File: src/rtl/mdio_pkg.sv
// mdio_pkg: shared constants and helpers for the MDIO management master.
//   - ST/OP field encodings for Clause 22 and Clause 45 frames
//   - state encoding of the master FSM
//   - bit positions of the fields inside the 32-bit management frame
//   - frame classification helpers (legality, read vs write/address)
package mdio_pkg;

  // Start-of-frame codes
  localparam logic [1:0] ST_C22 = 2'b01;
  localparam logic [1:0] ST_C45 = 2'b00;

  // Opcodes
  localparam logic [1:0] OP_WR       = 2'b01;
  localparam logic [1:0] OP_RD       = 2'b10;
  localparam logic [1:0] OP_C45_ADDR = 2'b00;
  localparam logic [1:0] OP_C45_RD   = 2'b11;
  localparam logic [1:0] OP_C45_PRD  = 2'b10;

  typedef enum logic [1:0] {
    IDLE  = 2'd0,
    PRE   = 2'd1,
    FRAME = 2'd2
  } state_t;

  // Frame field bit positions
  localparam int ST_MSB    = 31;
  localparam int ST_LSB    = 30;
  localparam int OP_MSB    = 29;
  localparam int OP_LSB    = 28;
  localparam int PHYAD_MSB = 27;
  localparam int PHYAD_LSB = 23;
  localparam int REGAD_MSB = 22;
  localparam int REGAD_LSB = 18;
  localparam int TA_MSB    = 17;
  localparam int TA_LSB    = 16;
  localparam int DATA_MSB  = 15;
  localparam int DATA_LSB  = 0;

  // Bit-counter landmarks inside the FRAME phase (counter = current bit index)
  localparam logic [5:0] FRAME_LAST_BIT = 6'd31;
  localparam logic [5:0] OE_RELEASE_BIT = 6'd17;
  localparam logic [5:0] TA_SAMPLE_BIT  = 6'd16;

  // ST=01 is always legal; ST=00 only when Clause 45 is enabled; ST=1x never.
  function automatic logic frame_legal(input logic [1:0] st, input logic c45_en);
    return (st == ST_C22) || (c45_en && (st == ST_C45));
  endfunction

  // Reads hand the bus to the PHY after the register address.
  function automatic logic frame_is_read(input logic [1:0] st, input logic [1:0] op,
                                         input logic c45_en);
    return ((st == ST_C22) && (op == OP_RD)) ||
           (c45_en && (st == ST_C45) && ((op == OP_C45_RD) || (op == OP_C45_PRD)));
  endfunction

endpackage

File: src/rtl/mdio_clk_gen.sv
// mdio_clk_gen: MDC divider for the MDIO master.
//   clk     in   system clock
//   rst_n   in   asynchronous active-low reset
//   en      in   transaction in progress; when low the divider is held at the
//                start of a bit with MDC low
//   mdc     out  management clock, low for the first CLK_DIV cycles of a bit
//   sample  out  strobe in the cycle whose closing edge raises MDC
//   bit_end out  strobe in the last cycle of a bit (closing edge drops MDC)
module mdio_clk_gen #(
  parameter int CLK_DIV = 4
) (
  input  logic clk,
  input  logic rst_n,
  input  logic en,
  output logic mdc,
  output logic sample,
  output logic bit_end
);

  localparam int DW = $clog2(CLK_DIV) + 1;
  localparam logic [DW-1:0] DIV_LAST = DW'(CLK_DIV - 1);

  logic [DW-1:0] div_cnt;
  logic          wrap;

  assign wrap    = en && (div_cnt == DIV_LAST);
  // The MDC register doubles as the half-bit phase flag.
  assign sample  = wrap && !mdc;
  assign bit_end = wrap && mdc;

  always_ff @(posedge clk or negedge rst_n) begin
    if (!rst_n) begin
      div_cnt <= '0;
      mdc     <= 1'b0;
    end else if (!en) begin
      div_cnt <= '0;
      mdc     <= 1'b0;
    end else if (wrap) begin
      div_cnt <= '0;
      mdc     <= ~mdc;
    end else begin
      div_cnt <= div_cnt + 1'b1;
    end
  end

endmodule

File: src/rtl/mdio_master_param.sv
// mdio_master_param: single-channel IEEE 802.3 MDIO management master.
// Sends an optional preamble of '1' bits followed by the 32-bit frame in
// T_DATA (MSB first), turning the pad around for read frames and capturing
// the 16 read-data bits from the PHY.
//   CLK        in   system clock
//   RESET      in   asynchronous active-low reset
//   MDIO_START in   request, only looked at while idle
//   T_DATA     in   frame {ST, OP, PHYAD, REGAD, TA, DATA}, latched on accept
//   MDIO_IN    in   pad input
//   MDC        out  management clock
//   MDIO_OUT   out  serial data to the pad
//   MDIO_OE    out  pad output enable
//   RD_DATA    out  last captured read data (updated at read completion)
//   DATA_RDY   out  1-cycle pulse with RD_DATA update
//   DONE       out  1-cycle pulse at the end of every transaction
//   BUSY       out  transaction in progress
//   ERR        out  sticky error (bad turnaround or illegal frame)
module mdio_master_param
  import mdio_pkg::*;
#(
  parameter int CLK_DIV = 4,
  parameter int PRE_LEN = 32,
  parameter int C45_EN  = 1
) (
  input  logic        CLK,
  input  logic        RESET,
  input  logic        MDIO_START,
  input  logic [31:0] T_DATA,
  input  logic        MDIO_IN,
  output logic        MDC,
  output logic        MDIO_OUT,
  output logic        MDIO_OE,
  output logic [15:0] RD_DATA,
  output logic        DATA_RDY,
  output logic        DONE,
  output logic        BUSY,
  output logic        ERR
);

  localparam logic       C45_OK   = (C45_EN != 0);
  localparam logic [5:0] PRE_LOAD = (PRE_LEN > 0) ? 6'(PRE_LEN - 1) : 6'd0;

  state_t      state;
  logic [31:0] frame;      // shifts left; bit 31 is always the next bit to send
  logic        is_read;
  logic [5:0]  bit_cnt;    // index of the bit currently on the wire
  logic [5:0]  bit_cnt_dec;
  logic [15:0] rx_shift;
  logic        sample;
  logic        bit_end;
  logic        start_legal;
  logic        start_read;

  assign start_legal = frame_legal(T_DATA[ST_MSB:ST_LSB], C45_OK);
  assign start_read  = frame_is_read(T_DATA[ST_MSB:ST_LSB], T_DATA[OP_MSB:OP_LSB], C45_OK);
  assign bit_cnt_dec = bit_cnt - 6'd1;

  mdio_clk_gen #(
    .CLK_DIV (CLK_DIV)
  ) u_clk_gen (
    .clk     (CLK),
    .rst_n   (RESET),
    .en      (BUSY),
    .mdc     (MDC),
    .sample  (sample),
    .bit_end (bit_end)
  );

  always_ff @(posedge CLK or negedge RESET) begin
    if (!RESET) begin
      state    <= IDLE;
      frame    <= '0;
      is_read  <= 1'b0;
      bit_cnt  <= '0;
      rx_shift <= '0;
      MDIO_OUT <= 1'b0;
      MDIO_OE  <= 1'b0;
      RD_DATA  <= '0;
      DATA_RDY <= 1'b0;
      DONE     <= 1'b0;
      BUSY     <= 1'b0;
      ERR      <= 1'b0;
    end else begin
      DONE     <= 1'b0;
      DATA_RDY <= 1'b0;
      case (state)
        IDLE: begin
          if (MDIO_START) begin
            if (start_legal) begin
              is_read <= start_read;
              ERR     <= 1'b0;
              BUSY    <= 1'b1;
              MDIO_OE <= 1'b1;
              if (PRE_LEN > 0) begin
                state    <= PRE;
                bit_cnt  <= PRE_LOAD;
                frame    <= T_DATA;
                MDIO_OUT <= 1'b1;
              end else begin
                // First frame bit goes out now, so the shifter starts one bit on.
                state    <= FRAME;
                bit_cnt  <= FRAME_LAST_BIT;
                frame    <= {T_DATA[30:0], 1'b0};
                MDIO_OUT <= T_DATA[31];
              end
            end else begin
              // Rejected frame: report and stay idle without touching the bus.
              ERR  <= 1'b1;
              DONE <= 1'b1;
            end
          end
        end

        PRE: begin
          if (bit_end) begin
            if (bit_cnt == 6'd0) begin
              state    <= FRAME;
              bit_cnt  <= FRAME_LAST_BIT;
              MDIO_OUT <= frame[31];
              frame    <= {frame[30:0], 1'b0};
            end else begin
              bit_cnt <= bit_cnt_dec;
            end
          end
        end

        FRAME: begin
          if (sample && is_read) begin
            // Second TA bit must be driven low by the PHY.
            if ((bit_cnt == TA_SAMPLE_BIT) && MDIO_IN) begin
              ERR <= 1'b1;
            end
            if (bit_cnt < TA_SAMPLE_BIT) begin
              rx_shift <= {rx_shift[14:0], MDIO_IN};
            end
          end
          if (bit_end) begin
            if (bit_cnt == 6'd0) begin
              state    <= IDLE;
              BUSY     <= 1'b0;
              DONE     <= 1'b1;
              MDIO_OE  <= 1'b0;
              MDIO_OUT <= 1'b0;
              if (is_read) begin
                RD_DATA  <= rx_shift;
                DATA_RDY <= 1'b1;
              end
            end else begin
              bit_cnt <= bit_cnt_dec;
              frame   <= {frame[30:0], 1'b0};
              if (is_read && (bit_cnt_dec <= OE_RELEASE_BIT)) begin
                MDIO_OE  <= 1'b0;
                MDIO_OUT <= 1'b0;
              end else begin
                MDIO_OUT <= frame[31];
              end
            end
          end
        end

        default: state <= IDLE;
      endcase
    end
  end

endmodule

File: config.mk
export PLATFORM = sky130hd
export DESIGN_NAME = mdio_master_param
export DESIGN_NICKNAME = d
export VERILOG_FILES = /design/src/rtl/mdio_pkg.sv /design/src/rtl/mdio_clk_gen.sv /design/src/rtl/mdio_master_param.sv
export SDC_FILE = /design/constraint.sdc
export NUM_CORES = 1
export LEC_CHECK = 0
export ABC_AREA = 1
export CAP_MARGIN = 20
export CORE_UTILIZATION = 47
export CTS_BUF_LIST = sky130_fd_sc_hd__clkbuf_2 sky130_fd_sc_hd__clkbuf_4 sky130_fd_sc_hd__clkbuf_8
export DETAILED_ROUTE_END_ITERATION = 7
export PLACE_DENSITY = 0.71
export SYNTH_ARGS = -nofsm -noshare
export SYNTH_HDL_FRONTEND = slang
export SYNTH_SLANG_ARGS = --single-unit
File: constraint.sdc
create_clock -name CLK -period 2 [get_ports CLK]
set_input_delay 0.6 -clock CLK [delete_from_list [all_inputs] [get_ports CLK]]
set_output_delay 0.6 -clock CLK [all_outputs]
set_load 0.02 [all_outputs]
==> results.cfg <==
[status]
outcome = finished clean

[sta]
max_slew_margin_pct = 71.7
tightest_slew_ns = 0.424
fmax_ghz = 0.515
final-setup-viol-count = 0
finalCritPeriodShare_pct = 97.0
clock_skew_ns = 0.0142
fin_setup_tns_ns = 0
slew_viol_final = 0
fin_ws_ns = 0.0594
period_minus_slack_ns = 1.94
hold_violations = 0

[worst_setup_path]
crit_path_max_fanout = 2
critical_path.top_delay_family = buffers and inverters
worstPathCellList = clkdlybuf4s50_1
crit_slowest_cell = clkdlybuf4s50_1
crit_buf_inv = 1
r2r-end = frame[28]
arrival_ns = 1.34
startpoint_type = flip-flop
critical_path_class = flip-flop to output pin
cpPeakStageDelay_ns = 0.61
reg2regPathDepth = 11
crit_end = RD_DATA[12]
end_kind = output pin
r2r-start = state[0]
cp.required_ns = 1.40
reg2reg_slack_ns = 0.15
worstSetupPathDepth = 1
startpoint = RD_DATA[12]

[detailed_routing]
first_iter_violations = 180
drc_errors = 0
ant_nets = 0
wl_per_cell_microns = 10.9
routed_via_density = 4.83
dr.pass1.iters = 4
dr_total_vias = 3118
drt-total-wl_microns = 7040

[global_routing]
grt_overflow = 0
busiest_layer = met2
antenna_found_initial = 0
grtUsageMet1_pct = 25.0
grt_util_met2_pct = 29.2
grt_pass1_vias = 2916
grt_max_degree = 84
grt_pass1_wl_microns = 12600
gr-usage-all-layers_pct = 18.2
met3_usage_pct = 3.25

[placed_design]
port_buffers = 58
hpwl_microns = 5010
gp_congestion = 0.828
place_ws_ns = -0.0719
dpl_cell_area_sq_um = 4670

[floorplan]
core_area_sq_um = 7890
rows = 32
io_pins = 59
die_width_microns = 93.1
initial_core_util_pct = 49.4
die_h_microns = 93.1
fp.dieArea_sq_um = 8660

[layout]
final_common_cell = nand2_1
final_cell_mix = 121 x nand2_1, 93 x o21ai_0, 83 x dfrtp_1
multi_input_area_sq_um = 1460
layout.area.seq_sq_um = 2080
drive_gt1_share_pct = 8.27
nets = 583
final_cell_area_sq_um = 4880
area_delta_synth_final_pct = 25.2
diodes = 0
n_fill_cell = 680

[power_and_ir_drop]
power_density_nw_per_um2 = 1280
p_leak_nw = 2.27
ir_drop_uv = 687

[clock_tree]
cts_hold_buf = 0
clkSlewWorstSetupHoldPaths_ns = 0.10
cts_tree = built
cts_root_buf = clkbuf_8
cts_max_level = 3
clock_sinks = 83
clk_latency_ns = 0.35
cts_buffers = 9
clockBufferDepth = 2

[synthesis]
synthCells = 473
syn-num-nets = 517
synth_cell_types = 30
ys_seq_area_share_pct = 53.3
synth-seq-cells = 83
syn_avg_cell_area_sq_um = 8.24
synth_area_sq_um = 3900
ys_warn_count = 0

[worst_hold_path]
hp-class = input port to asynchronous set/reset pin

[flow_run]
drv_cap = 0
## per-layer routing
metal | part of all wire, % | up-vias
li1 | - | 1625
met1 | 49 | 1423
met2 | 46 | 61
met3 | 3.4 | 9
met4 | 1.3 | 0
met5 | 0 | -
## Yosys cell counts
master / n / share of area (%)
a21boi_0: 1 / 0.19
a21oi_1: 15 / 1.9
a21oi_2: 2 / 0.45
a31oi_1: 1 / 0.16
buf_1: 1 / 0.096
buf_2: 8 / 1.0
buf_4: 1 / 0.19
buf_6: 3 / 0.87
clkbuf_1: 6 / 0.58
clkbuf_2: 1 / 0.13
dfrtp_1: 83 / 53
ha_1: 8 / 2.6
inv_1: 69 / 6.6
inv_2: 1 / 0.096
mux2i_1: 3 / 0.77
nand2_1: 121 / 12
nand2_2: 1 / 0.16
nand2_4: 1 / 0.29
nand3_1: 9 / 1.2
nand3b_1: 1 / 0.19
nand4_1: 2 / 0.32
nor2_1: 30 / 2.9
nor2_2: 1 / 0.16
nor2_4: 2 / 0.58
nor2_8: 1 / 0.51
nor3_1: 4 / 0.51
nor4_1: 1 / 0.16
o21a_1: 2 / 0.38
o21ai_0: 93 / 12
o21ai_1: 1 / 0.13
## final cells by class
class                      instances  share of cell area, %
sequential                        83                   42.6
multi-input combinational        300                   29.9
timing repair buffer              75                   15.7
inverter                          70                   5.38
tap                              102                   2.61
clock buffer                       9                   2.54
clock inverter                     7                   1.33
## worst reg2reg max path: stages, from the launching register on
cell	delay, ns
dfrtp_1	0.41
inv_1	0.08
ha_1	0.21
inv_1	0.15
nor2_4	0.05
buf_4	0.13
nor2_1	0.17
nand2_4	0.09
nor2_8	0.12
buf_12	0.19
nor2_1	0.06
a21oi_1	0.12
## logic make-up after synthesis
family	synth area share, %
flip-flops	53.3
buffers and inverters	9.63
adder cells (fa/ha/maj)	2.57
AO/OA/AOI/OAI	15.2
multiplexers	0.770
AND/OR/NAND/NOR	18.6
## repair_timing
item | in CTS | in global routing
endpoints found under the hold margin | 0 | 0
pin swaps | 0 | 2
endpoints found under the setup margin | 2 | 16
resized for setup | 2 | 3
buffers inserted | 0 | 2
## how the worst min path moves through the flow
stage | startpoint | end | cells after the start | slack, ns
floorplan | RESET | BUSY | 0 | 0.30
global placement | u_clk_gen.div_cnt[0] | u_clk_gen.div_cnt[0] | 1 | 0.43
detailed placement | u_clk_gen.div_cnt[0] | u_clk_gen.div_cnt[0] | 1 | 0.44
CTS | RESET | u_clk_gen.div_cnt[1] | 2 | 0.28
global route | RESET | u_clk_gen.div_cnt[1] | 2 | 0.29
finish | RESET | u_clk_gen.div_cnt[1] | 2 | 0.27
## report_power, final
part	switching, mW	internal (mW)	leakage [nW]	total, mW
Combinational	1.67	1.09	1.11	2.76
Sequential	0.201	2.14	1.07	2.34
Clock	0.660	0.484	0.0947	1.14
## flip-flops by register name (all words and copies together), names as in the netlist
| register | flops |
|---|---|
| frame | 32 |
| RD_DATA | 16 |
| rx_shift | 16 |
| bit_cnt | 6 |
| u_clk_gen.div_cnt | 3 |
| state | 2 |
| BUSY | 1 |
| DATA_RDY | 1 |
| DONE | 1 |
| ERR | 1 |
| MDIO_OE | 1 |
| MDIO_OUT | 1 |
| is_read | 1 |
| u_clk_gen.mdc | 1 |
## metrics by stage
step	util, %	std cells	hold slack (ns)	power [mW]
4_1_cts	61.5	644	0.284	6.28
3_5_place_dp	59.2	628	0.437	5.15
2_1_floorplan	-	473	0.304	4.39
5_1_grt	61.9	646	0.294	6.82
3_3_place_gp	59.2	628	0.432	5.06
6_report	61.9	646	0.266	6.24
Note: power is estimated with default switching activity, not from simulation.
